### config.mk
export PLATFORM = sky130hd
export DESIGN_NAME = lsu_axil_master_flat
export DESIGN_NICKNAME = d
export VERILOG_FILES = /design/src/rtl/lsu_axil_master_if.sv /design/src/rtl/lsu_axil_master.sv /design/src/flat_wrapper.sv
export SDC_FILE = /design/constraint.sdc
export NUM_CORES = 1
export LEC_CHECK = 0
export BUFFER_PORTS_ARGS = -buffer_cell sky130_fd_sc_hd__buf_2
export CAP_MARGIN = 30
export CELL_PAD_IN_SITES_DETAIL_PLACEMENT = 0
export CELL_PAD_IN_SITES_GLOBAL_PLACEMENT = 1
export CORE_MARGIN = 1
export CORE_UTILIZATION = 35
export DETAILED_ROUTE_END_ITERATION = 10
export PLACE_DENSITY_LB_ADDON = 0.1
export SYNTH_ARGS = -nofsm -noshare
export SYNTH_HDL_FRONTEND = slang
export SYNTH_SLANG_ARGS = --single-unit
### constraint.sdc
create_clock -name i_clk -period 3.01 [get_ports i_clk]
set_input_delay 0.903 -clock i_clk [delete_from_list [all_inputs] [get_ports i_clk]]
set_output_delay 0.903 -clock i_clk [all_outputs]
set_load 0.01 [all_outputs]
### src/rtl/lsu_axil_master_if.sv
// lsu_axil_master_if: AXI4-Lite AW/W/B/AR/R channel bundle; master drives addr/data/valid/bready/rready, slave drives ready/resp/rdata/valid.
interface lsu_axil_master_if;
  logic [31:0] awaddr;
  logic        awvalid, awready;
  logic [31:0] wdata;
  logic [3:0]  wstrb;
  logic        wvalid, wready;
  logic [1:0]  bresp;
  logic        bvalid, bready;
  logic [31:0] araddr;
  logic        arvalid, arready;
  logic [31:0] rdata;
  logic [1:0]  rresp;
  logic        rvalid, rready;
  modport master(
    output awaddr, awvalid, wdata, wstrb, wvalid, bready, araddr, arvalid, rready,
    input  awready, wready, bresp, bvalid, arready, rdata, rresp, rvalid
  );
  modport slave(
    input  awaddr, awvalid, wdata, wstrb, wvalid, bready, araddr, arvalid, rready,
    output awready, wready, bresp, bvalid, arready, rdata, rresp, rvalid
  );
endinterface

### src/rtl/lsu_axil_master.sv
// lsu_axil_master: start-edge launched single-outstanding AXI4-Lite master (i_clk/i_rst, i_start_*/i_addr/i_wdata/i_wstrb in, m bus, o_rdata/o_resp/o_busy/o_done/o_timeout/o_overrun out) with watchdog abort.
module lsu_axil_master #(
  parameter int TIMEOUT = 1024
) (
  input  logic                     i_clk,
  input  logic                     i_rst,
  input  logic                     i_start_write,
  input  logic                     i_start_read,
  input  logic [31:0]              i_addr,
  input  logic [31:0]              i_wdata,
  input  logic [3:0]               i_wstrb,
  lsu_axil_master_if.master        m,
  output logic [31:0]              o_rdata,
  output logic [1:0]               o_resp,
  output logic                     o_busy,
  output logic                     o_done,
  output logic                     o_timeout,
  output logic                     o_overrun
);
  localparam int CW = $clog2(TIMEOUT + 1);
  typedef enum logic [2:0] {IDLE, WR_REQ, WR_RESP, RD_REQ, RD_RESP, DONE} state_t;
  state_t state, state_n;
  logic start_wr_q, start_rd_q, aw_done, w_done;
  logic [31:0] addr_q, wdata_q;
  logic [3:0] wstrb_q;
  logic [CW-1:0] wd;
  logic wr_edge, rd_edge, idle, launch_wr, launch_rd, active, expired, aw_ok, w_ok;
  assign wr_edge   = i_start_write & ~start_wr_q;
  assign rd_edge   = i_start_read & ~start_rd_q;
  assign idle      = state == IDLE;
  assign launch_wr = idle & wr_edge;
  assign launch_rd = idle & rd_edge & ~wr_edge;
  assign active    = ~idle & (state != DONE);
  assign expired   = active & (wd == CW'(TIMEOUT - 1));
  assign aw_ok     = aw_done | m.awready;
  assign w_ok      = w_done | m.wready;
  assign m.awvalid = (state == WR_REQ) & ~aw_done;
  assign m.wvalid  = (state == WR_REQ) & ~w_done;
  assign m.bready  = state == WR_RESP;
  assign m.arvalid = state == RD_REQ;
  assign m.rready  = state == RD_RESP;
  assign m.awaddr  = addr_q;
  assign m.araddr  = addr_q;
  assign m.wdata   = wdata_q;
  assign m.wstrb   = wstrb_q;
  assign o_busy    = ~idle;
  assign o_done    = state == DONE;
  always_ff @(posedge i_clk) begin
    if (i_rst) state <= IDLE;
    else state <= state_n;
  end
  always_comb begin
    state_n = state;
    case (state)
      IDLE:    state_n = launch_wr ? WR_REQ : launch_rd ? RD_REQ : IDLE;
      WR_REQ:  state_n = expired ? DONE : (aw_ok & w_ok) ? WR_RESP : WR_REQ;
      WR_RESP: state_n = (expired | m.bvalid) ? DONE : WR_RESP;
      RD_REQ:  state_n = expired ? DONE : m.arready ? RD_RESP : RD_REQ;
      RD_RESP: state_n = (expired | m.rvalid) ? DONE : RD_RESP;
      default: state_n = IDLE;
    endcase
  end
  always_ff @(posedge i_clk) begin
    if (i_rst) begin
      start_wr_q <= 1'b0;
      start_rd_q <= 1'b0;
      aw_done    <= 1'b0;
      w_done     <= 1'b0;
      addr_q     <= '0;
      wdata_q    <= '0;
      wstrb_q    <= '0;
      wd         <= '0;
      o_rdata    <= '0;
      o_resp     <= '0;
      o_timeout  <= 1'b0;
      o_overrun  <= 1'b0;
    end else begin
      start_wr_q <= i_start_write;
      start_rd_q <= i_start_read;
      wd         <= idle ? '0 : wd + 1'b1;
      aw_done    <= ~idle & (aw_done | (m.awvalid & m.awready));
      w_done     <= ~idle & (w_done | (m.wvalid & m.wready));
      o_overrun  <= (launch_wr | launch_rd) ? (launch_wr & rd_edge) : (o_overrun | (~idle & (wr_edge | rd_edge)));
      if (launch_wr | launch_rd) begin
        addr_q    <= i_addr;
        wdata_q   <= i_wdata;
        wstrb_q   <= i_wstrb;
        o_timeout <= 1'b0;
      end
      if (expired) begin
        o_resp    <= 2'b10;
        o_timeout <= 1'b1;
      end else if ((state == WR_RESP) & m.bvalid) o_resp <= m.bresp;
      else if ((state == RD_RESP) & m.rvalid) begin
        o_rdata <= m.rdata;
        o_resp  <= m.rresp;
      end
    end
  end
endmodule

### src/flat_wrapper.sv
// flat-port wrapper written by rule: the top's interface ports become plain ports
module lsu_axil_master_flat 
#(
  parameter int TIMEOUT = 1024
)
  (i_clk, i_rst, i_start_write, i_start_read, i_addr, i_wdata, i_wstrb, o_rdata, o_resp, o_busy, o_done, o_timeout, o_overrun, m_awaddr, m_awvalid, m_wdata, m_wstrb, m_wvalid, m_bready, m_araddr, m_arvalid, m_rready, m_awready, m_wready, m_bresp, m_bvalid, m_arready, m_rdata, m_rresp, m_rvalid);
  lsu_axil_master_if m_i ();
  input  logic i_clk;
  input  logic i_rst;
  input  logic i_start_write;
  input  logic i_start_read;
  input  logic [31:0] i_addr;
  input  logic [31:0] i_wdata;
  input  logic [3:0] i_wstrb;
  output logic [31:0] o_rdata;
  output logic [1:0] o_resp;
  output logic o_busy;
  output logic o_done;
  output logic o_timeout;
  output logic o_overrun;
  output wire logic [$bits(m_i.awaddr)-1:0] m_awaddr;
  output wire logic [$bits(m_i.awvalid)-1:0] m_awvalid;
  output wire logic [$bits(m_i.wdata)-1:0] m_wdata;
  output wire logic [$bits(m_i.wstrb)-1:0] m_wstrb;
  output wire logic [$bits(m_i.wvalid)-1:0] m_wvalid;
  output wire logic [$bits(m_i.bready)-1:0] m_bready;
  output wire logic [$bits(m_i.araddr)-1:0] m_araddr;
  output wire logic [$bits(m_i.arvalid)-1:0] m_arvalid;
  output wire logic [$bits(m_i.rready)-1:0] m_rready;
  input wire logic [$bits(m_i.awready)-1:0] m_awready;
  input wire logic [$bits(m_i.wready)-1:0] m_wready;
  input wire logic [$bits(m_i.bresp)-1:0] m_bresp;
  input wire logic [$bits(m_i.bvalid)-1:0] m_bvalid;
  input wire logic [$bits(m_i.arready)-1:0] m_arready;
  input wire logic [$bits(m_i.rdata)-1:0] m_rdata;
  input wire logic [$bits(m_i.rresp)-1:0] m_rresp;
  input wire logic [$bits(m_i.rvalid)-1:0] m_rvalid;
  assign m_awaddr = m_i.awaddr;
  assign m_awvalid = m_i.awvalid;
  assign m_wdata = m_i.wdata;
  assign m_wstrb = m_i.wstrb;
  assign m_wvalid = m_i.wvalid;
  assign m_bready = m_i.bready;
  assign m_araddr = m_i.araddr;
  assign m_arvalid = m_i.arvalid;
  assign m_rready = m_i.rready;
  assign m_i.awready = m_awready;
  assign m_i.wready = m_wready;
  assign m_i.bresp = m_bresp;
  assign m_i.bvalid = m_bvalid;
  assign m_i.arready = m_arready;
  assign m_i.rdata = m_rdata;
  assign m_i.rresp = m_rresp;
  assign m_i.rvalid = m_rvalid;
  lsu_axil_master #(.TIMEOUT(TIMEOUT)) u_core (.i_clk(i_clk), .i_rst(i_rst), .i_start_write(i_start_write), .i_start_read(i_start_read), .i_addr(i_addr), .i_wdata(i_wdata), .i_wstrb(i_wstrb), .m(m_i), .o_rdata(o_rdata), .o_resp(o_resp), .o_busy(o_busy), .o_done(o_done), .o_timeout(o_timeout), .o_overrun(o_overrun));
endmodule
==> flow_metrics.tcl <==
set metrics [dict create \
    start_kind "register" \
    tns_ps 0 \
    cp.arrival_ps 1540 \
    drt_iter0_drc 158 \
    finalNonFillerCells 996 \
    die_w_um 123 \
    clock_latency_ps 410 \
    tightest_slew_ps 542 \
    syn2layout_area_growth_pct 34.9 \
    fill_cells 1384 \
    cpPeakStageDelay_ps 440 \
    hold_viol_final 0 \
    post_cts_buffers 0 \
    fin_crit_ps 2440 \
    slew_violations 0 \
    tritoncts "built" \
    final_common_cell "buf_2" \
    endpoint_kind "output port" \
    drc 0 \
    htreeDepth 4 \
    vias 4564 \
    preCtsSetupSlack_ps 724 \
    io_buffers 255 \
    dpl.hpwl_mm 9.30 \
    antenna_found_initial 1 \
    syn_area_um2 5090 \
    die-area_um2 15000 \
    yosysSeqAreaShare 0.480 \
    hold_buffers 0 \
    fin_nets 917 \
    seq_area_um2 2440 \
    wl_per_cell_um 13.2 \
    layout-drive-gt1-share 0.366 \
    avgSynthCellArea_um2 8.55 \
    die_h_um 123 \
    relSlewSlack 0.639 \
    layout_common_cells "254 x buf_2, 146 x nand2_1, 122 x dfxtp_1" \
    finalSetupViolCount 0 \
    yosysUniqueCellTypes 42 \
    core_um2 14000 \
    wl_mm 13.1 \
    crit_type "register to output port" \
    status "complete, no violations" \
    hold_path.class "register to register" \
    multi_input_area_um2 2170 \
    io_pins 256 \
    dp_cells 964 \
    cpMaxStageDelayCell "dfxtp_1" \
    grt_pass1_vias 4157 \
    max_freq_mhz 409 \
    crit_required_ps 2110 \
    pwr_density_cell_nw_per_um2 843 \
    clock_skew_ps 9.54 \
    initial_utilization 0.362 \
    clock-sinks 122 \
    ant_nets 0 \
    first_pass_iters 4 \
    syn_nets 709 \
    numCtsBuffers 17 \
    maxCapViolCount 0 \
    grt_start_max_net_pins 77 \
    syn_inst 595 \
    path_clk_slew_ps 60 \
    antennaDiodeCount 0 \
    synth-seq-cells 122 \
    path_max_fanout 14 \
    leakagePower_nw 3.24 \
    peakVddDrop_mv 0.367 \
    grt_overflow 0 \
    fin_crit_sh 0.812 \
    via_per_inst 4.58 \
    grt_setup_unrepaired "false" \
    cts-resized-gates 0 \
    num_rows 43 \
    cp_cell_sequence "nor3_2 > inv_2 > buf_2" \
    yosys_warnings 0 \
    cts-root-buf "clkbuf_16" \
    grt_usage 0.175 \
    grt_pass1_wl_mm 20.1 \
    finalCoreUtilization 0.489 \
    gp_congestion 0.758 \
    setup_ws_ps 567 \
    clockBufferDepth 2 \
]
## where the power goes
part | switching [mW] | internal, mW
registers | 0.180 | 1.87
clock network | 0.715 | 1.53
logic | 0.909 | 0.584
## critical path: cells and delay by family (launching register included)
family / cells / cell delay [ps]
simple gates: 1 / 370
buf+inv: 2 / 320
flops: 1 / 440
## area by class of cell
type                       count  area share
inverter                       7     0.00383
clock buffer                  20      0.0680
tap                          180      0.0328
multi-input combinational    395       0.316
timing repair buffer         260       0.195
clock inverter                12      0.0283
sequential                   122       0.356
## synth_stat cells, drive strengths merged
cell     instances  share of area
and3b            1         0.0017
a211oi           1         0.0015
clkbuf          16          0.012
nand3            3         0.0029
nand2b          70          0.086
o2bb2ai          1         0.0017
or3              1         0.0012
and3             3         0.0037
mux2i           33          0.065
a21o             1         0.0015
nor3             4         0.0049
ha               1         0.0025
and4bb           1         0.0025
a221oi           1         0.0017
xor2             7          0.012
o21ai            3         0.0029
inv              7         0.0052
a31oi            2         0.0025
nor2            20          0.016
a21oi           77          0.078
o22a             1         0.0017
o21bai           1         0.0015
a2111oi          1         0.0029
o22ai            2         0.0025
nand4            2         0.0025
and2             1         0.0012
dfxtp          122           0.48
o31ai            1         0.0015
nand2          146           0.11
nor2b            4         0.0049
nand4bb          2         0.0044
buf             55          0.077
nand3b           1         0.0015
a2bb2oi          1         0.0017
xnor2            2         0.0034
## sequential cells by signal, indices dropped and copies added, names as in the netlist
| name | flops |
|---|---|
| u_core.o_timeout | 1 |
| u_core.w_done | 1 |
| u_core.state | 3 |
| u_core.aw_done | 1 |
| u_core.start_wr_q | 1 |
| u_core.o_rdata | 32 |
| u_core.o_resp | 2 |
| u_core.wd | 11 |
| u_core.m.wdata | 32 |
| u_core.start_rd_q | 1 |
| u_core.m.araddr | 32 |
| u_core.o_overrun | 1 |
| u_core.m.wstrb | 4 |
## worst paths after layout
kind                           start                  to  slack (ps)  cells past startpoint
setup / recovery     u_core.state[0]              o_busy         570                      3
hold / removal    u_core.m.wdata[19]  u_core.m.wdata[19]         450                      2
setup reg to reg     u_core.state[2]  u_core.o_rdata[26]        1030                      4
hold reg to reg   u_core.m.wdata[19]  u_core.m.wdata[19]         450                      2
## stage by stage
step / power [mW] / hold WS [ps] / cell area, um^2
final: 5.79 / 449 / 6860
after global routing: 6.17 / 471 / 6860
after CTS: 5.88 / 448 / 6860
after detailed placement: 3.61 / 440 / 6200
after global placement: 3.58 / 422 / 6200
after floorplan: 3.15 / 413 / 5090
## per-layer routing
| layer | track usage | wire [um] | up-vias |
|---|---|---|---|
| met5 | 0 | 0 | - |
| met4 | 0.0770 | 221 | 0 |
| met3 | 0.0730 | 1230 | 15 |
| met2 | 0.291 | 6230 | 185 |
| met1 | 0.194 | 5440 | 2051 |
| li1 | - | - | 2313 |
## logic make-up after synthesis
kind of cell	share of synthesized area
XOR/XNOR	0.0155
flip-flops	0.480
AO/OA/AOI/OAI	0.102
adder cells (fa/ha/maj)	0.00246
buffers and inverters	0.0944
AND/OR/NAND/NOR	0.241
multiplexers	0.0649
Power figures use the tool's default switching activity.
